`src/rtl/antirebote_pkg.sv`:
```
// Shared defaults and counter-width helpers for the antirebote_n debouncer.
package antirebote_pkg;

  localparam int DEF_DELAY         = 10000;
  localparam int DEF_REPEAT_DELAY  = 5000000;
  localparam int DEF_REPEAT_PERIOD = 1000000;

  function automatic int cnt_w(input int v);
    return (v < 1) ? 1 : $clog2(v + 1);
  endfunction

  function automatic int max2(input int a, input int b);
    return (a > b) ? a : b;
  endfunction

endpackage

```
`src/rtl/antirebote_canal.sv`:
```
// One debounce channel: 2-FF sync, stable-window filter, edge pulses.
// Auto-repeat is built only when ANTIREBOTE_REPEAT_EN is defined.
module antirebote_canal
  import antirebote_pkg::*;
#(
  parameter int   DELAY         = DEF_DELAY,
  parameter logic INIT          = 1'b0,
  parameter int   REPEAT_DELAY  = DEF_REPEAT_DELAY,
  parameter int   REPEAT_PERIOD = DEF_REPEAT_PERIOD
) (
  input  logic clk,
  input  logic reset,
  input  logic senout,
  output logic sen,
  output logic rise,
  output logic fall,
  output logic rep
);

  localparam int CW = cnt_w(DELAY);
  localparam logic [CW-1:0] W_MAX = CW'(DELAY);

  logic          r_s1;
  logic          r_s2;
  logic          r_kk;
  logic          r_sen;
  logic          r_rise;
  logic          r_fall;
  logic [CW-1:0] r_count;

  logic w_hit;
  logic w_rise;
  logic w_fall;

  assign w_hit  = (r_s2 == r_kk) && (r_count == W_MAX);
  assign w_rise = w_hit & r_kk & ~r_sen;
  assign w_fall = w_hit & ~r_kk & r_sen;

  always_ff @(posedge clk or negedge reset) begin
    if (!reset) begin
      r_s1    <= INIT;
      r_s2    <= INIT;
      r_kk    <= INIT;
      r_sen   <= INIT;
      r_count <= '0;
      r_rise  <= 1'b0;
      r_fall  <= 1'b0;
    end else begin
      r_s1   <= senout;
      r_s2   <= r_s1;
      r_rise <= w_rise;
      r_fall <= w_fall;
      if (r_s2 != r_kk) begin
        r_kk    <= r_s2;
        r_count <= '0;
      end else if (r_count == W_MAX) begin
        r_sen <= r_kk;
      end else begin
        r_count <= r_count + 1'b1;
      end
    end
  end

  assign sen  = r_sen;
  assign rise = r_rise;
  assign fall = r_fall;

`ifdef ANTIREBOTE_REPEAT_EN
  localparam int RW = cnt_w(max2(REPEAT_DELAY, REPEAT_PERIOD));
  localparam logic [RW-1:0] W_RD = RW'(REPEAT_DELAY);
  localparam logic [RW-1:0] W_RP = RW'(REPEAT_PERIOD);

  logic [RW-1:0] r_rcnt;
  logic          r_first;
  logic          r_rep;
  logic [RW-1:0] w_rnext;
  logic [RW-1:0] w_rgoal;

  assign w_rnext = r_rcnt + 1'b1;
  assign w_rgoal = r_first ? W_RD : W_RP;

  // first interval after rise is REPEAT_DELAY, later ones REPEAT_PERIOD
  always_ff @(posedge clk or negedge reset) begin
    if (!reset) begin
      r_rcnt  <= '0;
      r_first <= 1'b0;
      r_rep   <= 1'b0;
    end else begin
      r_rep <= 1'b0;
      if (w_rise) begin
        r_rcnt  <= '0;
        r_first <= 1'b1;
      end else if (w_fall || !r_sen) begin
        r_rcnt  <= '0;
        r_first <= 1'b0;
      end else if (w_rnext == w_rgoal) begin
        r_rcnt  <= '0;
        r_first <= 1'b0;
        r_rep   <= 1'b1;
      end else begin
        r_rcnt <= w_rnext;
      end
    end
  end

  assign rep = r_rep;
`else
  assign rep = 1'b0;
`endif

endmodule

```
`src/rtl/antirebote_n.sv`:
```
// N-channel debouncer top: per-channel filters plus the any-event OR.
// Optional auto-repeat: define ANTIREBOTE_REPEAT_EN.
module antirebote_n
  import antirebote_pkg::*;
#(
  parameter int   N             = 4,
  parameter int   DELAY         = DEF_DELAY,
  parameter logic INIT          = 1'b0,
  parameter int   REPEAT_DELAY  = DEF_REPEAT_DELAY,
  parameter int   REPEAT_PERIOD = DEF_REPEAT_PERIOD
) (
  input  logic         clk,
  input  logic         reset,
  input  logic [N-1:0] senout,
  output logic [N-1:0] sen,
  output logic [N-1:0] rise,
  output logic [N-1:0] fall,
  output logic [N-1:0] rep,
  output logic         any
);

  for (genvar i = 0; i < N; i++) begin : g_canal
    antirebote_canal #(
      .DELAY         (DELAY),
      .INIT          (INIT),
      .REPEAT_DELAY  (REPEAT_DELAY),
      .REPEAT_PERIOD (REPEAT_PERIOD)
    ) u_canal (
      .clk    (clk),
      .reset  (reset),
      .senout (senout[i]),
      .sen    (sen[i]),
      .rise   (rise[i]),
      .fall   (fall[i]),
      .rep    (rep[i])
    );
  end

  assign any = |(rise | fall);

endmodule

```
`config.mk`:
```
export PLATFORM = sky130hd
export DESIGN_NAME = antirebote_n
export DESIGN_NICKNAME = d
export VERILOG_FILES = /design/src/rtl/antirebote_pkg.sv /design/src/rtl/antirebote_canal.sv /design/src/rtl/antirebote_n.sv
export SDC_FILE = /design/constraint.sdc
export NUM_CORES = 1
export LEC_CHECK = 0
export CORE_MARGIN = 2
export CORE_UTILIZATION = 25
export CTS_CLUSTER_DIAMETER = 80
export DETAILED_ROUTE_END_ITERATION = 12
export SYNTH_ARGS = -nofsm -noshare
export SYNTH_HDL_FRONTEND = slang
export SYNTH_SLANG_ARGS = --single-unit
```
`constraint.sdc`:
```
create_clock -name clk -period 1.7 [get_ports clk]
set_input_delay 0.255 -clock clk [delete_from_list [all_inputs] [get_ports clk]]
set_output_delay 0.255 -clock clk [all_outputs]
set_load 0.01 [all_outputs]
```
==> Word level (Yosys, flattened, before mapping) <==
Cells that the tools add are included.
{ "totals": {"reg_bits": 80, "latch_bits": 0, "ramBits": 0, "romBits": 0, "input_bits": 6, "out_inout_bits": 17, "word_cells": 94, "mem_count": 0} }
{ "op_classes": {"addsub": 4, "mul": 0, "div_mod_pow": 0, "order_cmp": 0, "eq_ne": 16, "n_shift": 0, "n_mux": 8, "bitwise": 29, "reduce_logical": 9} }
{ "ops": {"columns": ["operator", "count"], "rows": [
  ["$mux W14", 8],
  ["$add A14 B1 Y14 const B", 4],
  ["$eq A14 B14 Y1 const B", 4],
  ["$and A1 B1 Y1", 16],
  ["$not A1 Y1", 12],
  ["$ne A2 B1 Y1 const B", 4],
  ["$reduce_and A2 Y1", 4],
  ["$eq A1 B1 Y1", 4],
  ["$logic_and A1 B1 Y1", 4],
  ["$ne A1 B1 Y1", 4],
  ["$or A4 B4 Y4", 1],
  ["$reduce_or A4 Y1", 1]
]} }

==> Logic depth before layout (Yosys ltp) <==
Gate-level depths: netlist of the first run.
{ "depth": {"word_depth": 4, "depth_mapped": 7, "depth_no_buf": 6} }

==> Cells and area by module <==
From an unflattened synthesis of the first run, not the netlist that was laid out.
{ "hier_totals": {"hier_cells": 365, "hier_area_um2": 3796.1} }
{ "modules_own_cells": {"columns": ["module", "n_inst", "cells_each", "area_per_inst_um2", "seq_area_each_um2"], "rows": [
  ["antirebote_canal (g_canal[0].u_canal ...)", 3, 91, 942.2, 500.5],
  ["antirebote_canal (g_canal[1].u_canal)", 1, 89, 953.4, 500.5],
  ["antirebote_n", 1, 3, 16.3, 0.0]
]} }

==> Worst setup path after synthesis of the first run <==
Ideal clock, no wire load.
{ "synth_timing": {"path_type": "reg-to-reg", "from": "reg g_canal[3].u_canal.r_count[3]", "to": "reg g_canal[3].u_canal.r_fall", "setup_ps": 94, "arrival_ps": 1782, "t_required_ps": 1606, "slack_ps": -176, "path_stages_with_launch": 5, "n_path_buf": 1, "synth_period_minus_slack_ps": 1876, "path_cell_list": "dfrtp_1 or4b_1 or4_4 buf_6 nor4b_4"} }
{ "synth_via": {"elab_chain_len": 4} }
{ "synth_rtl": {"columns": ["element", "line", "source"], "rows": [
  ["start, declared", "antirebote_canal.sv:29", "logic [CW-1:0] r_count;"],
  ["start signal, assigned", "antirebote_canal.sv:59", "r_count <= r_count + 1'b1;"],
  ["$eq A14 B14 Y1", "antirebote_canal.sv:35", "assign w_hit = (r_s2 == r_kk) && (r_count == W_MAX);"],
  ["$logic_and A1 B1 Y1", "antirebote_canal.sv:35", null],
  ["$and A1 B1 Y1 (2 in a row)", "antirebote_canal.sv:37", "assign w_fall = w_hit & ~r_kk & r_sen;"],
  ["net g_canal[3].u_canal.w_fall", "antirebote_canal.sv:33", "logic w_fall;"],
  ["end signal, assigned", "antirebote_canal.sv:52", "r_fall <= w_fall;"],
  ["end, declared", "antirebote_canal.sv:28", "logic r_fall;"]
]} }
The timed path passes the listed nets, and every way through them passes these cells.
A chain may end at the register's enable or synchronous reset.

==> Worst setup path in the final report of the first run <==
{ "layout_timing": {"from": "reg g_canal[1].u_canal.r_count[6]", "to": "reg g_canal[1].u_canal.r_count[1]"} }
{ "layout_via": {"elab_chain_len": 2} }
{ "layout_rtl": {"columns": ["element", "line", "source"], "rows": [
  ["start, declared", "antirebote_canal.sv:29", null],
  ["start signal, assigned", "antirebote_canal.sv:59", null],
  ["$eq A14 B14 Y1", "antirebote_canal.sv:56", "end else if (r_count == W_MAX) begin"],
  ["$ne A2 B1 Y1 (no line)", null, null]
]} }
Every way passes these cells.

==> impl_metrics.toml, run 1 <==
[outcome]
outcome = "complete, but fails checks"
violations = "negative setup slack"

[floorplan]
core_area_um2 = 15090
die_h_um = 127.8
fp.dieW_um = 127.8
start_util = 0.2539
dieArea_um2 = 16330
pin_count = 23
rows = 45

[sta]
finClkSkew_ns = 0.007079
period_minus_slack_ns = 1.864
rsz0062_at_grt = "true"
final_max_slew_viol_count = 0
fmax_mhz = 536.4
finalHoldViolCount = 0
finalCritPeriodShare = 1.097
setup_slack_ns = -0.1642
setup_viol = 18

[synthesis]
seq_area_frac_synth = 0.5225
synth_area_um2 = 3831
syn_area_per_cell_um2 = 10.38
synth_seq_cells = 80
synth_warnings = 0
synth_cells = 369
ys_types = 35

[clocking]
clock_latency_ns = 0.34
clkTransAtPathRegs_ns = 0.06
numCtsBuffers = 9
tritoncts = "done"
ctsHtreeMaxLevel = 3
clockBufferDepth = 2
root_buffer = "clkbuf_16"
clock_sinks = 80

[setup_path]
cp_max_fo = 7
worst_setup_path_start_kind = "flip-flop"
crit_arrival_ns = 2.09
crit_required_ns = 1.93
crit_path_end_kind = "flip-flop"
reg2reg_slack_ns = -0.16
path_class = "reg -> reg"

[drt]
ant_nets = 0
num_vias = 2731
drt-pass1-iter-count = 4
drt_iter0_markers = 159
drc = 0
wl_per_cell_um = 12.12
via_per_inst = 4.484
drt-total-wl_mm = 7.379

[cells_and_area]
drive_gt1_frac = 0.1853
n_antenna_cell = 0
areaGrowthSynthToFinish_pct = 25.47
nets = 430
fin_area_um2 = 4807

[worst_hold_path]
hold_class = "reg -> reg"

[global_routing]
grt_util_all_layers = 0.09803
gr-total-overflow = 0
grt_max_degree = 40
grt_pass1_vias = 2713
grt_antenna_before_repair = 0
grt_pass1_wl_mm = 12.65

[placement]
dp_hpwl_mm = 5.213
gp_congestion = 0.7585
place_area_um2 = 4400
io_buffers = 18

[power]
cellPowerDensity_nw_per_um2 = 928.6
ir_drop_v = 0.0003929
p_total_mw = 4.464
p_leak_nw = 2.047

[flow_run]
max_cap_violations = 0
path summary, 6_finish.rpt:
kind	start	end	cells after the start
max in group asynchronous	reset	g_canal[2].u_canal.r_count[5]	3
worst min register to register	g_canal[0].u_canal.r_s1	g_canal[0].u_canal.r_s2	0
worst min-delay path	g_canal[0].u_canal.r_s1	g_canal[0].u_canal.r_s2	0
worst max-delay path	g_canal[1].u_canal.r_count[6]	g_canal[1].u_canal.r_count[1]	4
worst max register to register	g_canal[1].u_canal.r_count[6]	g_canal[1].u_canal.r_count[1]	4
min in group asynchronous	reset	g_canal[0].u_canal.rise	2
Yosys cell counts, drive strengths merged:
library cell	instances	area share
dfrtp	80	0.52
nor2	48	0.047
xnor2	27	0.062
nand2	25	0.024
buf	19	0.039
xor2	19	0.043
nor3	18	0.024
nand4	17	0.028
inv	14	0.014
nand3	12	0.016
a21oi	10	0.013
o21ai	10	0.013
clkbuf	8	0.0078
ha	8	0.026
nor4	8	0.013
or3	6	0.0098
nand3b	5	0.0098
nor4b	5	0.023
or4	5	0.012
mux2i	4	0.010
nand2b	4	0.0065
o211ai	4	0.0078
or4b	4	0.010
and4	3	0.0072
and3	2	0.0036
conb	1	0.00098
nand4b	1	0.0023
nor3b	1	0.0020
nor4bb	1	0.0026
per-stage QoR:
step           setup WS (ns)  cells  setup TNS, ns  hold WS (ns)    util
2_1_floorplan        -0.1643    372         -2.046      -0.04059       -
3_3_place_gp         -0.1669    589         -1.819        0.1918  0.2916
3_5_place_dp         -0.2028    589         -2.375        0.1936  0.2916
4_1_cts              -0.1892    607         -2.187        0.3406  0.3163
5_1_grt              -0.2234    609         -2.811        0.3500  0.3186
6_report             -0.1642    609         -1.899        0.3469  0.3186
critical path, cell delays in order, from the launching register on:
cell,delay (ns)
dfrtp_1,0.37
or4b_1,0.54
or4_4,0.61
mux2i_1,0.18
nor2_1,0.06
what timing repair did:
item,CTS,global route
pin swaps,9,7
gates cloned,0,0
buffers inserted,1,3
hold endpoints to repair,24,0
endpoints found under the setup margin,19,25
gates resized for setup,12,5
hold buffers,1,0
cell type report:
type,count,area (µm²)
multi-input cells,251,1682
well taps,188,235.2
fillers,1521,10280
repair buffers,60,511.7
inverters,14,52.55
flip-flops and latches,80,2003
clock inverters,5,80.08
clock buffers,11,242.7
registers in the layout, summed over array words and instances (netlist names):
name                     flops
g_canal.u_canal.fall         4
g_canal.u_canal.r_count     56
g_canal.u_canal.r_kk         4
g_canal.u_canal.r_s1         4
g_canal.u_canal.r_s2         4
g_canal.u_canal.rise         4
g_canal.u_canal.sen          4
metal layers:
layer | GRT usage | part of all wire | wire [µm]
met1 | 0.1233 | 0.46 | 3415
met2 | 0.1529 | 0.47 | 3481
met3 | 0.02421 | 0.037 | 275
met4 | 0.05818 | 0.028 | 206
met5 | 0 | 0 | 0
cells in the final DEF, fill, tap and decap left out, types with 5 or more instances in the layout:
cell / n
buf_4: 41
xnor2_1: 24
o21ai_0: 10
clkbuf_16: 9
nand3_1: 12
clkdlybuf4s50_1: 15
or3_1: 6
nor2_1: 48
nand3b_1: 5
inv_1: 14
nand2_1: 23
a21oi_1: 9
nor4_1: 7
dfrtp_1: 79
ha_1: 8
nor3_1: 15
nand4_1: 17
xor2_1: 19
logic make-up (layout without fill, tap and decap cells):
| kind of cell | after synthesis | in the layout | share of synthesized area |
|---|---|---|---|
| AOI/OAI and AO/OA | 24 | 24 | 0.03397 |
| xor gates and xnor gates | 46 | 46 | 0.1052 |
| adders and majority gates | 8 | 8 | 0.02613 |
| buffers and inverters | 41 | 90 | 0.06009 |
| DFF | 80 | 80 | 0.5225 |
| muxes | 4 | 4 | 0.01045 |
| other | 1 | 4 | 0.0009788 |
| and+or+nand+nor | 165 | 165 | 0.2407 |
report_power, final:
| group | total (mW) | leakage (nW) | internal (mW) | switching, mW |
|---|---|---|---|---|
| clock network | 2.08 | 0.152 | 1.32 | 0.754 |
| logic | 0.374 | 0.816 | 0.167 | 0.208 |
| registers | 2.01 | 1.08 | 1.96 | 0.0488 |
| total | 4.46 | 2.05 | 3.45 | 1.01 |
(Power assumes the default switching activity.)
==> inputs of run 2 (changes only) <==
--- a/config.mk
+++ b/config.mk
@@ -6,9 +6,11 @@
 export NUM_CORES = 1
 export LEC_CHECK = 0
 export CORE_MARGIN = 2
-export CORE_UTILIZATION = 25
+export CORE_UTILIZATION = 55
+export CTS_BUF_LIST = sky130_fd_sc_hd__clkbuf_4 sky130_fd_sc_hd__clkbuf_8
 export CTS_CLUSTER_DIAMETER = 80
 export DETAILED_ROUTE_END_ITERATION = 12
+export PLACE_DENSITY = 0.78
 export SYNTH_ARGS = -nofsm -noshare
 export SYNTH_HDL_FRONTEND = slang
 export SYNTH_SLANG_ARGS = --single-unit
==> run 2 against run 1 <==
- the flow still finishes with violations (negative setup slack)
- sequential power about the same
- sequential share of layout area up 2.1 points
- cell count down 17%
- core utilization up 36 points
- final area down 4.8%
- power down 14%
- register-to-register slack worse by 0.02 ns
- critical path depth unchanged
- global-route usage up 11 points
- non-clock buffer count up 3
- wire length down 5.5%
==> impl_metrics.toml, run 2 (synthesis gave the netlist of run 1 again) <==
[global_routing]
grt_pass1_wl_mm = 12.16
grt_antenna_before_repair = 0
grt_pass1_vias = 2597
grt_max_degree = 48
grt_util_all_layers = 0.2038
gr-total-overflow = 0

[drt]
drt-pass1-iter-count = 4
via_per_inst = 5.448
drt-total-wl_mm = 6.974
dr_wl_met3_um = 213
wl_per_cell_um = 13.84
drc = 0
ant_nets = 0
num_vias = 2746
drt_iter0_markers = 146
met2WireLength_mm = 3.280
highest_layer = "met4"
wl_met1_mm = 3.346

[cells_and_area]
n_antenna_cell = 0
final_common_cell = "dfrtp_1"
areaGrowthSynthToFinish_pct = 19.40
largest_register = "g_canal.u_canal.r_count"
fillers = 491
utilization = 0.6770
drive_gt1_frac = 0.1958
largest_reg_flops = 56
final_cells = 504
nets = 433
mostFrequentLayoutCells = "79 x dfrtp_1, 48 x nor2_1, 43 x buf_4"

[placement]
gp_congestion = 0.8187
place_inst = 481
dp_hpwl_mm = 4.675
post-place-ws_ns = -0.1818
io_buffers = 18

[clocking]
ctsHtreeMaxLevel = 3
root_buffer = "clkbuf_8"
clkTransAtPathRegs_ns = 0.09
clock_sinks = 80
tritoncts = "done"
numCtsBuffers = 9
clock_latency_ns = 0.36
clockBufferDepth = 2

[worst_hold_path]
hold_class = "in -> reg"

[sta]
setup_viol = 18
fmax_mhz = 531.7
rsz0062_at_grt = "true"
final_max_slew_viol_count = 0
tns_ns = -2.139
finalHoldViolCount = 0
period_minus_slack_ns = 1.881
finClkSkew_ns = 0.008111
setup_slack_ns = -0.1808
finalCritPeriodShare = 1.106

[setup_path]
reg2reg_to = "g_canal[3].u_canal.r_count[1]"
crit_path_end_kind = "flip-flop"
cp_slowest_cell = "or4_4"
cp_max_fo = 7
worstPathCellList = "or4_1 > or4_4 > mux2i_1 > nor2_1"
worst_setup_path_start_kind = "flip-flop"
cpLargestDelayFamily = "simple AND/OR/NAND/NOR gates"
path_class = "reg -> reg"
cp.depth = 4
critPathBufInv = 0
reg2reg_slack_ns = -0.18
timing.rr.start = "g_canal[3].u_canal.r_count[6]"
crit_required_ns = 1.94
crit_path_max_incr_delay_ns = 0.60
crit_arrival_ns = 2.13
reg2reg_depth = 4
crit_start = "g_canal[3].u_canal.r_count[6]"
crit_end = "g_canal[3].u_canal.r_count[1]"

[power]
p_clk_frac = 0.377
ir_drop_v = 0.0005346
power_frac_comb = 0.099
swShare = 0.2654
p_total_mw = 3.838
p_leak_nw = 1.983
switching_power_mw = 1.019
seqPwrFrac = 0.524
p_int_mw = 2.820
cellPowerDensity_nw_per_um2 = 839.1

[floorplan]
pin_count = 23
dieArea_um2 = 7649
fp.dieW_um = 87.46
core_area_um2 = 6756
rows = 30
die_h_um = 87.46
start_util = 0.5670

[flow_run]
max_cap_violations = 0

[outcome]
violations = "negative setup slack"
outcome = "complete, but fails checks"
## run 2: cell types whose count changed in the layout (fill, tap and decap cells not counted), moves of 2 or more
cell       change
buf_4          +2
clkbuf_16      -9
nor3_1         -2
clkbuf_8       +8
inv_6          +3
## run 2: per-layer routing
layer  up-vias  track usage
met1      1342       0.2859
li1       1348            -
met5         -            0
met2        43       0.3120
met4         0      0.09091
met3        13      0.03318
## run 2: area by class of cell
cell class | count | area, µm² | share of cell area
multi-input cells | 251 | 1682 | 0.3676
clock inverters | 7 | 77.57 | 0.01696
clock buffers | 9 | 123.9 | 0.02708
flip-flops and latches | 80 | 2003 | 0.4379
repair buffers | 63 | 535.5 | 0.1171
inverters | 14 | 52.55 | 0.01149
well taps | 80 | 100.1 | 0.02188
## run 2: per-stage QoR
step | hold WS, ns | instance area [µm²]
detailed placement | 0.2344 | 4265
floorplan | -0.04059 | 3874
global placement | 0.2295 | 4265
finish | 0.3299 | 4574
CTS | 0.3185 | 4524
global route | 0.3248 | 4574
## run 2: worst min path at each step
stage / end / from / cells after the start / slack [ns]
floorplan: g_canal[0].u_canal.fall / reset / 0 / -0.04
global placement: g_canal[0].u_canal.r_count[8] / reset / 1 / 0.23
detailed placement: g_canal[0].u_canal.r_count[8] / reset / 1 / 0.23
CTS: g_canal[2].u_canal.r_s1 / senout[2] / 1 / 0.32
global route: g_canal[2].u_canal.r_s1 / senout[2] / 1 / 0.32
finish: g_canal[2].u_canal.r_s1 / senout[2] / 1 / 0.33
## run 2: power by group through the flow
stage | sequential, mW | clock (mW) | combinational (mW)
detailed placement | 2.05 | 0 | 0.358
finish | 2.01 | 1.45 | 0.378
global route | 2.02 | 1.57 | 0.427
floorplan | 2.07 | 0 | 0.173
CTS | 2.01 | 1.48 | 0.382
global placement | 2.05 | 0 | 0.347
## run 2: worst reg2reg max path, stage by stage, from the launching register on
cell and delay, ns:
dfrtp_1 0.39, or4_1 0.52, or4_4 0.60, mux2i_1 0.20, nor2_1 0.06
## run 2: timing repair
item / CTS / global route
endpoints found under the setup margin: 19 / 21
resized for setup: 8 / 10
hold endpoints to repair: 33 / 0
buffers inserted: 4 / 3
hold buffers: 1 / 0
pin swaps: 11 / 12
==> inputs of run 3 (changes only) <==
--- a/config.mk
+++ b/config.mk
@@ -5,12 +5,13 @@
 export SDC_FILE = /design/constraint.sdc
 export NUM_CORES = 1
 export LEC_CHECK = 0
-export CORE_MARGIN = 2
+export CORE_MARGIN = 5
 export CORE_UTILIZATION = 55
 export CTS_BUF_LIST = sky130_fd_sc_hd__clkbuf_4 sky130_fd_sc_hd__clkbuf_8
 export CTS_CLUSTER_DIAMETER = 80
 export DETAILED_ROUTE_END_ITERATION = 12
 export PLACE_DENSITY = 0.78
+export SETUP_SLACK_MARGIN = 0.05
 export SYNTH_ARGS = -nofsm -noshare
 export SYNTH_HDL_FRONTEND = slang
 export SYNTH_SLANG_ARGS = --single-unit
==> run 3 against run 2 <==
- the run still ends with negative setup slack left
- clock skew fell by 0.0018 ns
- maximum frequency fell by 1.4%
- power fell by 4.4%
- critical path depth did not move
- core utilization fell by 0.19 points
- wire length rose by 3.9%
- sequential share of layout area fell by 0.065 points
- largest power group unchanged
- non-clock buffer count rose by 3
- combinational power barely moved
- sequential power barely moved
- via count barely moved
==> impl_metrics.toml, run 3 (synthesis gave the netlist of run 1 again) <==
[clocking]
clock_latency_ns = 0.35
ctsHtreeMaxLevel = 3
numCtsBuffers = 9
clkTransAtPathRegs_ns = 0.08
tritoncts = "done"
root_buffer = "clkbuf_8"
clockBufferDepth = 2
clock_sinks = 80

[sta]
setup_slack_ns = -0.2079
setup_viol = 18
finalHoldViolCount = 0
worst_pin_slew_ns = 0.5220
final_max_slew_viol_count = 0
rsz0062_at_grt = "true"
fmax_mhz = 524.1
period_minus_slack_ns = 1.908
relSlewSlack = 0.6520
finClkSkew_ns = 0.006273
finalCritPeriodShare = 1.122

[cells_and_area]
areaGrowthSynthToFinish_pct = 19.73
fin_area_um2 = 4587
largest_register = "g_canal.u_canal.r_count"
fillers = 522
n_antenna_cell = 0
nets = 436
mostFrequentLayoutCells = "77 x dfrtp_1, 48 x nor2_1, 46 x buf_4"
largest_reg_flops = 56
final_common_cell = "dfrtp_1"
utilization = 0.6751
drive_gt1_frac = 0.2061

[setup_path]
crit_arrival_ns = 2.16
worst_setup_path_start_kind = "flip-flop"
path_class = "reg -> reg"
reg2reg_slack_ns = -0.21
crit_path_end_kind = "flip-flop"
cp_max_fo = 7
crit_required_ns = 1.95

[power]
p_leak_nw = 2.028
ir_drop_v = 0.0006970
cellPowerDensity_nw_per_um2 = 799.6

[drt]
drt-total-wl_mm = 7.249
drt-pass1-iter-count = 4
ant_nets = 0
wl_per_cell_um = 13.86
num_vias = 2744
drc = 0
drt_iter0_markers = 65
via_per_inst = 5.247

[placement]
place_area_um2 = 4288
post-place-ws_ns = -0.1937
dp_hpwl_mm = 4.989
gp_congestion = 0.8540
io_buffers = 18

[floorplan]
start_util = 0.5639
rows = 30
pin_count = 23
fp.dieW_um = 93.46
core_area_um2 = 6794
dieArea_um2 = 8735
die_h_um = 93.46

[global_routing]
grt_pass1_vias = 2651
gr-total-overflow = 0
grt_pass1_wl_mm = 12.10
grt_max_degree = 41
grt_util_all_layers = 0.1765
grt_antenna_before_repair = 0

[flow_run]
max_cap_violations = 0

[worst_hold_path]
hold_class = "in -> reg"

[outcome]
violations = "negative setup slack"
outcome = "complete, but fails checks"
-- run 3: where the power goes --
part,switching [mW],internal [mW],total (mW)
sequential,0.0518,1.96,2.01
combinational,0.214,0.161,0.375
clock,0.676,0.605,1.28
total,0.942,2.73,3.67
-- run 3: repair_timing --
| item | 4_1_cts | 5_1_grt |
|---|---|---|
| endpoints found under the hold margin | 36 | 0 |
| setup endpoints to repair | 19 | 25 |
| gates resized for setup | 11 | 9 |
| pin swaps | 15 | 5 |
| setup buffers | 1 | 6 |
| hold buffers | 1 | 0 |
-- run 3: through the flow --
| step | hold slack (ns) | TNS [ns] | instances | power (mW) |
|---|---|---|---|---|
| after floorplan | -0.04059 | -2.046 | 372 | 2.239 |
| after global placement | 0.2618 | -1.661 | 499 | 2.396 |
| after detailed placement | 0.2654 | -2.232 | 499 | 2.413 |
| after CTS | 0.3246 | -2.339 | 517 | 3.693 |
| after global routing | 0.3286 | -3.544 | 523 | 3.830 |
| final | 0.3364 | -2.612 | 523 | 3.668 |
-- run 3: worst max-delay path: stages (launching register included) --
cell     delay [ns]
dfrtp_1        0.38
or4b_1         0.53
or4_4          0.53
buf_6          0.16
nor4b_4        0.22
-- run 3: final timing paths --
kind / start / cells after the start / endpoint
min reg2reg: g_canal[2].u_canal.r_s1 / 0 / g_canal[2].u_canal.r_s2
max: g_canal[1].u_canal.r_count[5] / 4 / g_canal[1].u_canal.fall
max reg2reg: g_canal[1].u_canal.r_count[5] / 4 / g_canal[1].u_canal.fall
min in group asynchronous: reset / 2 / g_canal[0].u_canal.r_count[10]
min: senout[1] / 1 / g_canal[1].u_canal.r_s1
max in group asynchronous: reset / 3 / g_canal[3].u_canal.sen
-- run 3: layer usage --
metal / share of wire / global-route usage / up-vias
met3: 0.033 / 0.03620 / 14
met1: 0.48 / 0.2376 / 1332
met5: 0 / 0 / -
met2: 0.47 / 0.2775 / 46
li1: - / - / 1352
met4: 0.019 / 0.07448 / 0
-- run 3: cell type report --
| type | count | area [µm²] | share of cell area |
|---|---|---|---|
| Multi-Input combinational cell | 251 | 1678 | 0.3658 |
| Clock buffer | 11 | 151.4 | 0.03301 |
| Inverter | 14 | 52.55 | 0.01146 |
| Tap cell | 96 | 120.1 | 0.02619 |
| Sequential cell | 80 | 2006 | 0.4373 |
| Timing Repair Buffer | 66 | 548.0 | 0.1195 |
| Clock inverter | 5 | 31.28 | 0.006819 |
